$ cat src/rtl/alu_writeback.sv
// alu_writeback: registers ALU results into the register file and keeps the NZCV status register;
// long multiplies (UMULL/SMULL) are split into a low write followed by a high write.
module alu_writeback (
   input  logic        clk,
   input  logic        reset,
   input  logic        valid_in,
   output logic        ready_in,
   input  logic [31:0] Result1,
   input  logic [31:0] Result2,
   input  logic [3:0]  ALUFlags,
   input  logic [2:0]  ALUControl,
   input  logic [3:0]  Cond,
   input  logic [1:0]  FlagWrite,
   input  logic        RegWrite,
   input  logic [3:0]  RdLo,
   input  logic [3:0]  RdHi,
   output logic        rf_we,
   output logic [3:0]  rf_wa,
   output logic [31:0] rf_wd,
   output logic [3:0]  Flags,
   output logic        cond_ex
);
   typedef enum logic {IDLE, HI_PEND} state_t;
   state_t state, state_nx;
   logic n, z, c, v, ge, is_long, is_mul, take, wr_lo, wr_hi;
   logic [15:0] cond_tab;
   logic [1:0] nz_new;
   logic [3:0] flags_nx, hi_wa;
   logic [31:0] hi_wd;
   assign {n, z, c, v} = Flags;
   assign ge = n == v;
   // indexed by Cond: bit 0 is EQ, bit 15 is the never-execute encoding
   assign cond_tab = {1'b0, 1'b1, z | ~ge, ~z & ge, ~ge, ge, ~c | z, c & ~z,
                      ~v, v, ~n, n, ~c, c, ~z, z};
   assign cond_ex = cond_tab[Cond];
   assign is_long = ALUControl == 3'b101 || ALUControl == 3'b110;
   assign is_mul = ALUControl == 3'b100;
   assign ready_in = state == IDLE;
   assign take = valid_in & ready_in & cond_ex;
   assign wr_lo = take & RegWrite;
   assign wr_hi = wr_lo & is_long;
   assign nz_new = is_long ? {Result2[31], {Result2, Result1} == 64'd0} : ALUFlags[3:2];
   always_comb begin
      state_nx = IDLE;
      flags_nx = Flags;
      if (wr_hi) state_nx = HI_PEND;
      if (take & FlagWrite[1]) flags_nx[3:2] = nz_new;
      if (take & FlagWrite[0] & ~is_long & ~is_mul) flags_nx[1:0] = ALUFlags[1:0];
   end
   always_ff @(posedge clk or negedge reset) begin
      if (!reset) state <= IDLE;
      else state <= state_nx;
   end
   always_ff @(posedge clk or negedge reset) begin
      if (!reset) begin
         rf_we <= 1'b0;
         rf_wa <= 4'd0;
         rf_wd <= 32'd0;
         Flags <= 4'd0;
         hi_wa <= 4'd0;
         hi_wd <= 32'd0;
      end else begin
         Flags <= flags_nx;
         rf_we <= wr_lo | (state == HI_PEND);
         if (state == HI_PEND) begin
            rf_wa <= hi_wa;
            rf_wd <= hi_wd;
         end else if (wr_lo) begin
            rf_wa <= RdLo;
            rf_wd <= Result1;
         end
         if (wr_hi) begin
            hi_wa <= RdHi;
            hi_wd <= Result2;
         end
      end
   end
endmodule

$ cat config.mk
export PLATFORM = sky130hd
export DESIGN_NAME = alu_writeback
export DESIGN_NICKNAME = d
export VERILOG_FILES = /design/src/rtl/alu_writeback.sv
export SDC_FILE = /design/constraint.sdc
export NUM_CORES = 1
export LEC_CHECK = 0
export ABC_AREA = 1
export CORE_ASPECT_RATIO = 1.75
export CORE_MARGIN = 2
export CORE_UTILIZATION = 25
export CTS_CLUSTER_SIZE = 20
export DETAILED_ROUTE_END_ITERATION = 6
export MAX_ROUTING_LAYER = met4
export PLACE_DENSITY = 0.54
export SLEW_MARGIN = 20
export SYNTH_ARGS = -nofsm -noshare
export SYNTH_HDL_FRONTEND = slang
export SYNTH_SLANG_ARGS = --single-unit
$ cat constraint.sdc
create_clock -name clk -period 1.5 [get_ports clk]
set_clock_uncertainty 0.05 [all_clocks]
set_input_delay 0.375 -clock clk [delete_from_list [all_inputs] [get_ports clk]]
set_output_delay 0.375 -clock clk [all_outputs]
set_load 0.02 [all_outputs]
; After elaboration in Yosys (flattened, before gate mapping)
; Cells that the tools add are included.
[totals]
regBits = 78
[classes]
n_reduce_logical = 3
eq_ne = 4
magnitude_cmp = 1
bitwise = 21
muxes = 8
[op_table]
columns = operator, n
row1 = 64-bit logical NOT, 1
row2 = 32-bit 2-to-1 mux, 2
row3 = 1-bit bitwise AND, 10
row4 = "3-bit equality test, second input constant", 3
row5 = 4-bit 2-to-1 mux, 2
row6 = 1-bit NOT, 8
row7 = "4-bit by 5-bit < comparator with 1-bit output, second input constant", 1
row8 = 1-bit binary-select mux with 4-bit select, 1
row9 = 1-bit bitwise OR, 3
row10 = 1-bit 2-to-1 mux, 2
row11 = 2-bit 2-to-1 mux, 1
row12 = 2-bit nonzero test, 1
row13 = 1-bit equality test, 1
row14 = 1-bit logical OR, 1

; Logic depth before layout (Yosys ltp)
[depth]
ltp_word = 9
depth_mapped = 13
depth_no_buf = 12

; Least setup slack after synthesis
; No wires, ideal clock.
[synth_timing]
kind = register -> register
startpoint = register Flags[2]
endpoint = register rf_wd[10]
path_stages_with_launch = 12
n_path_buf = 1
setup_slack_ns = -0.207
synth_period_minus_slack_ns = 1.707
arrival_time_ns = 1.540
required_ns = 1.333
setup_time_ns = 0.117
cell_sequence = dfrtp_1 > nor2_2 > nor2_1 > nand2_1 > nand3_2 > nand2_1 > nand2_1 > nand2_4 > nand3_4 > buf_2 > nand3_1 > nand2_1
[synth_between]
elab_chain_len = 7
elab_cells_between_ends = 10
classes_between = mux (2) / bitwise (7) / reduce/logical (1)
[synth_lines]
columns = item, line_no
row1 = from (decl), 20  ; output logic [3:0] Flags,
row2 = from (signal assigned), 63  ; Flags <= flags_nx;
row3 = 1-bit NOT, "33, 34"
row4 = 1-bit bitwise AND, 33  ; assign cond_tab = {1'b0, 1'b1, z | ~ge, ~z & ge, ~ge, ge, ~c | z, c & ~z,
row5 = 1-bit binary-select mux with 4-bit select *, 35  ; assign cond_ex = cond_tab[Cond];
row6 = 1-bit 2-to-1 mux (not written as such) *, 35
row7 = via cond_ex, 21  ; output logic cond_ex
row8 = 1-bit bitwise AND *, 39  ; assign take = valid_in & ready_in & cond_ex;
row9 = 1-bit bitwise AND *, 40  ; assign wr_lo = take & RegWrite;
row10 = 2-bit nonzero test (no source line) *, -
row11 = to (signal assigned), 67  ; rf_wd <= hi_wd;
row12 = to (signal assigned), 70  ; rf_wd <= Result1;
row13 = to (decl), 19  ; output logic [31:0] rf_wd,
; The timed path passes the listed nets; every way through them passes the cells marked *. The select of a mux whose other input is x is not followed.
; A chain may end at the register's enable or synchronous reset.

; Final worst setup path
[layout_timing]
startpoint = register Flags[2]
endpoint = output port cond_ex
[layout_between]
elab_chain_len = 4
elab_cells_between_ends = 7
classes_between = mux (2) / bitwise (5)
[layout_lines]
columns = item, line_no
row1 = 1-bit NOT, "33, 34"
row2 = 1-bit bitwise AND, 33
row3 = 1-bit binary-select mux with 4-bit select *, 35
row4 = 1-bit 2-to-1 mux (not written as such) *, 35
row5 = to (decl), 21
; Every way passes the cells marked *; elsewhere a longest branch is shown, timed or not. The select of a mux whose other input is x is not followed.

==> metrics.yaml <==
drtAntennaViolNets: 0
cts-root-buf: "clkbuf_16"
cts_buffers: 9
setup_viol: 81
power_density_nw_per_um2: 1290
grt_pass1_vias: 4169
critPathRequiredTime_ns: 1.07
finalWeightedCongestion: 0.861
status: "finished, violations left"
critPathSlowestCell: "dfrtp_2"
reg2reg_from: "Flags[2]"
routed_wirelength_um: 15200
use_met3_pct: 2.60
drc: 0
finalCritPeriodShare_pct: 128
ff2ff_path_depth: 13
post-dp-hpwl_um: 9610
yosysUniqueCellTypes: 22
synth.top_cell.area_share_pct: 48.7
synth.area.top_cells: "dfrtp_1 (49%), nand2_1 (25%), nand3_1 (10%), nor2_1 (2.9%), inv_1 (2.7%)"
min_path_type: "input pin to async pin"
synth_warnings: 0
grt_max_degree: 57
die_x_um: 99.7
grt_pass1_wl_um: 21600
synthToLayoutAreaGrowth_pct: 75.9
arrival_ns: 1.50
met2_usage_pct: 28.8
syn-mean-instance-area_um2: 7.26
r2r_slack_ns: -0.40
ir_worst_vdd_uv: 710
cp_slowest_stage_delay_ns: 0.41
clkLatencyLatePin_ns: 0.34
met1_usage_pct: 18.9
grtUsageTotal_pct: 16.9
ios: 132
utilization_pct: 44.6
post-place-ws_ns: -1.02
drv_cap: 0
rows: 61
hold_violations: 0
p_total_mw: 9.12
path_max_fanout: 3
cts_tree: "done"
synth_nets: 641
violations: "negative setup slack"
yosys.area.top_type: "dfrtp_1"
die_h_um: 171
fin_ws_ns: -0.423
start_util_pct: 25.4
slew_violations: 0
portBuffers: 131
clkTransAtPathRegs_ns: 0.06
startpoint_type: "flop"
period_needed_ns: 1.92
ys_seq_area_share_pct: 48.7
timing.rr.end: "rf_wd[6]"
fin_tns_setup_ns: -26.56
synth-seq-cells: 78
dieArea_um2: 17100
wl_per_cell_um: 16.3
drtPass1Iterations: 4
via_count: 4260
drt_first_iter_violations: 240
end_kind: "primary output"
fmax_mhz: 520
clkSinkCount: 78
overflow: 0
via_per_inst: 4.58
rsz0062_at_grt: "true"
drive_gt1_share_pct: 27.0
slew_headroom_pct: 68.0
clk_path_buf_depth: 2
syn_inst: 552
core_um2: 15800
fillers: 1537
crit_top_cell: "nand2_4"
antenna_found_initial: 1
syn_area_um2: 4010
critPathKind: "flop to primary output"
path_cells: "nor2_4 -> buf_6 -> a21oi_4 -> nand2_4 -> nand2_4 -> nand2_4 -> nand2_4 -> buf_6"
fin_cells: 931
dpl.cell_count: 884
worstMarginPinSlew_ns: 0.480
grt.busiest_layer: "met2"
p_leak_nw: 3.46
htree_num_levels: 3
final_nets: 825
==> how the worst max path moves through the flow <==
stage                        start   endpoint  slack, ns  cells past startpoint
after global routing      Flags[2]    cond_ex      -0.47                      8
after floorplan           Flags[2]  rf_wd[14]      -0.15                     12
after detailed placement   Cond[1]    cond_ex      -1.02                      9
after CTS                 Flags[2]    cond_ex      -0.40                      8
after global placement     Cond[1]    cond_ex      -0.94                      9
final                     Flags[2]    cond_ex      -0.42                      8
==> per-layer routing <==
metal  share of wire (%)  routed length (um)
met5                   0                   0
met4                 3.9                 592
met3                 4.5                 677
met2                  55                8350
met1                  37                5580
==> kinds of logic (layout without fill, tap and decap cells) <==
logic type      after synthesis  after routing  synth area share (%)
simple gates                398            402                  42.0
flops                        78             78                  48.7
buf+inv                      57            242                  6.74
compound gates               19             19                  2.53
other cells                   0              1                     0
==> cells in the mapped netlist (all sizes together) <==
cell type  count
nor3           6
nor2          33
clkbuf        11
o21ai         17
inv           29
buf           17
nand3         85
a21oi          1
a21boi         1
dfrtp         78
nand2        273
nand4          1
==> flip-flops by register name (all words and copies together) (netlist names) <==
signal / count
hi_wd: 32
rf_wd: 32
rf_we: 1
hi_wa: 4
rf_wa: 4
Flags: 4
state: 1
==> per-stage QoR <==
stage	hold WS, ns	area [um2]
6_report	0.421	7050
5_1_grt	0.439	7050
4_1_cts	0.426	6410
3_5_place_dp	0.242	5800
3_3_place_gp	0.236	5800
2_1_floorplan	0.0294	4070
==> critical path, delay by kind of cell (launching register included) <==
kind | cells | cell delay (ns)
compound gates | 1 | 0.15
flops | 1 | 0.41
buf+inv | 2 | 0.23
simple gates | 5 | 0.36
==> power by group <==
group	leakage (nW)	switching [mW]	total (mW)	internal [mW]
logic	2.33	1.69	3.22	1.53
clock network	0.167	0.857	2.53	1.67
registers	0.962	0.529	3.38	2.85
==> final cells by class <==
class | instances | area, um2 | area share, %
clock buffer | 12 | 246 | 3.50
antenna | 1 | 2.50 | 0.0355
tap | 189 | 236 | 3.35
clock inverter | 4 | 95.1 | 1.35
sequential | 78 | 1960 | 27.8
multi-input combinational | 421 | 2300 | 32.6
inverter | 29 | 113 | 1.60
timing repair buffer | 197 | 2100 | 29.8
==> cell usage in the layout (no fill, tap or decap), types with 2 or more instances in the layout <==
| cell type | count |
|---|---|
| buf_12 | 11 |
| buf_16 | 2 |
| buf_2 | 2 |
| buf_4 | 35 |
| buf_6 | 13 |
| buf_8 | 3 |
| bufinv_16 | 3 |
| clkbuf_1 | 2 |
| clkbuf_16 | 14 |
| clkbuf_2 | 7 |
| clkdlybuf4s15_1 | 21 |
| clkdlybuf4s50_1 | 84 |
| dfrtp_1 | 73 |
| dfrtp_2 | 5 |
| dlygate4sd2_1 | 11 |
| inv_1 | 23 |
| inv_2 | 5 |
| nand2_1 | 253 |
| nand2_2 | 15 |
| nand2_4 | 5 |
| nand2_8 | 4 |
| nand3_1 | 20 |
| nand3_2 | 58 |
| nand3_4 | 7 |
| nor2_1 | 29 |
| nor2_4 | 3 |
| nor3_1 | 6 |
| o21ai_0 | 16 |
==> timing repair <==
item,4_1_cts,5_1_grt
setup buffers,7,8
hold endpoints to repair,18,0
endpoints found under the setup margin,121,92
gates cloned,7,11
resized for setup,90,131
hold buffers,1,0
pin swaps,15,71
Note: power is estimated with default switching activity, not from simulation.
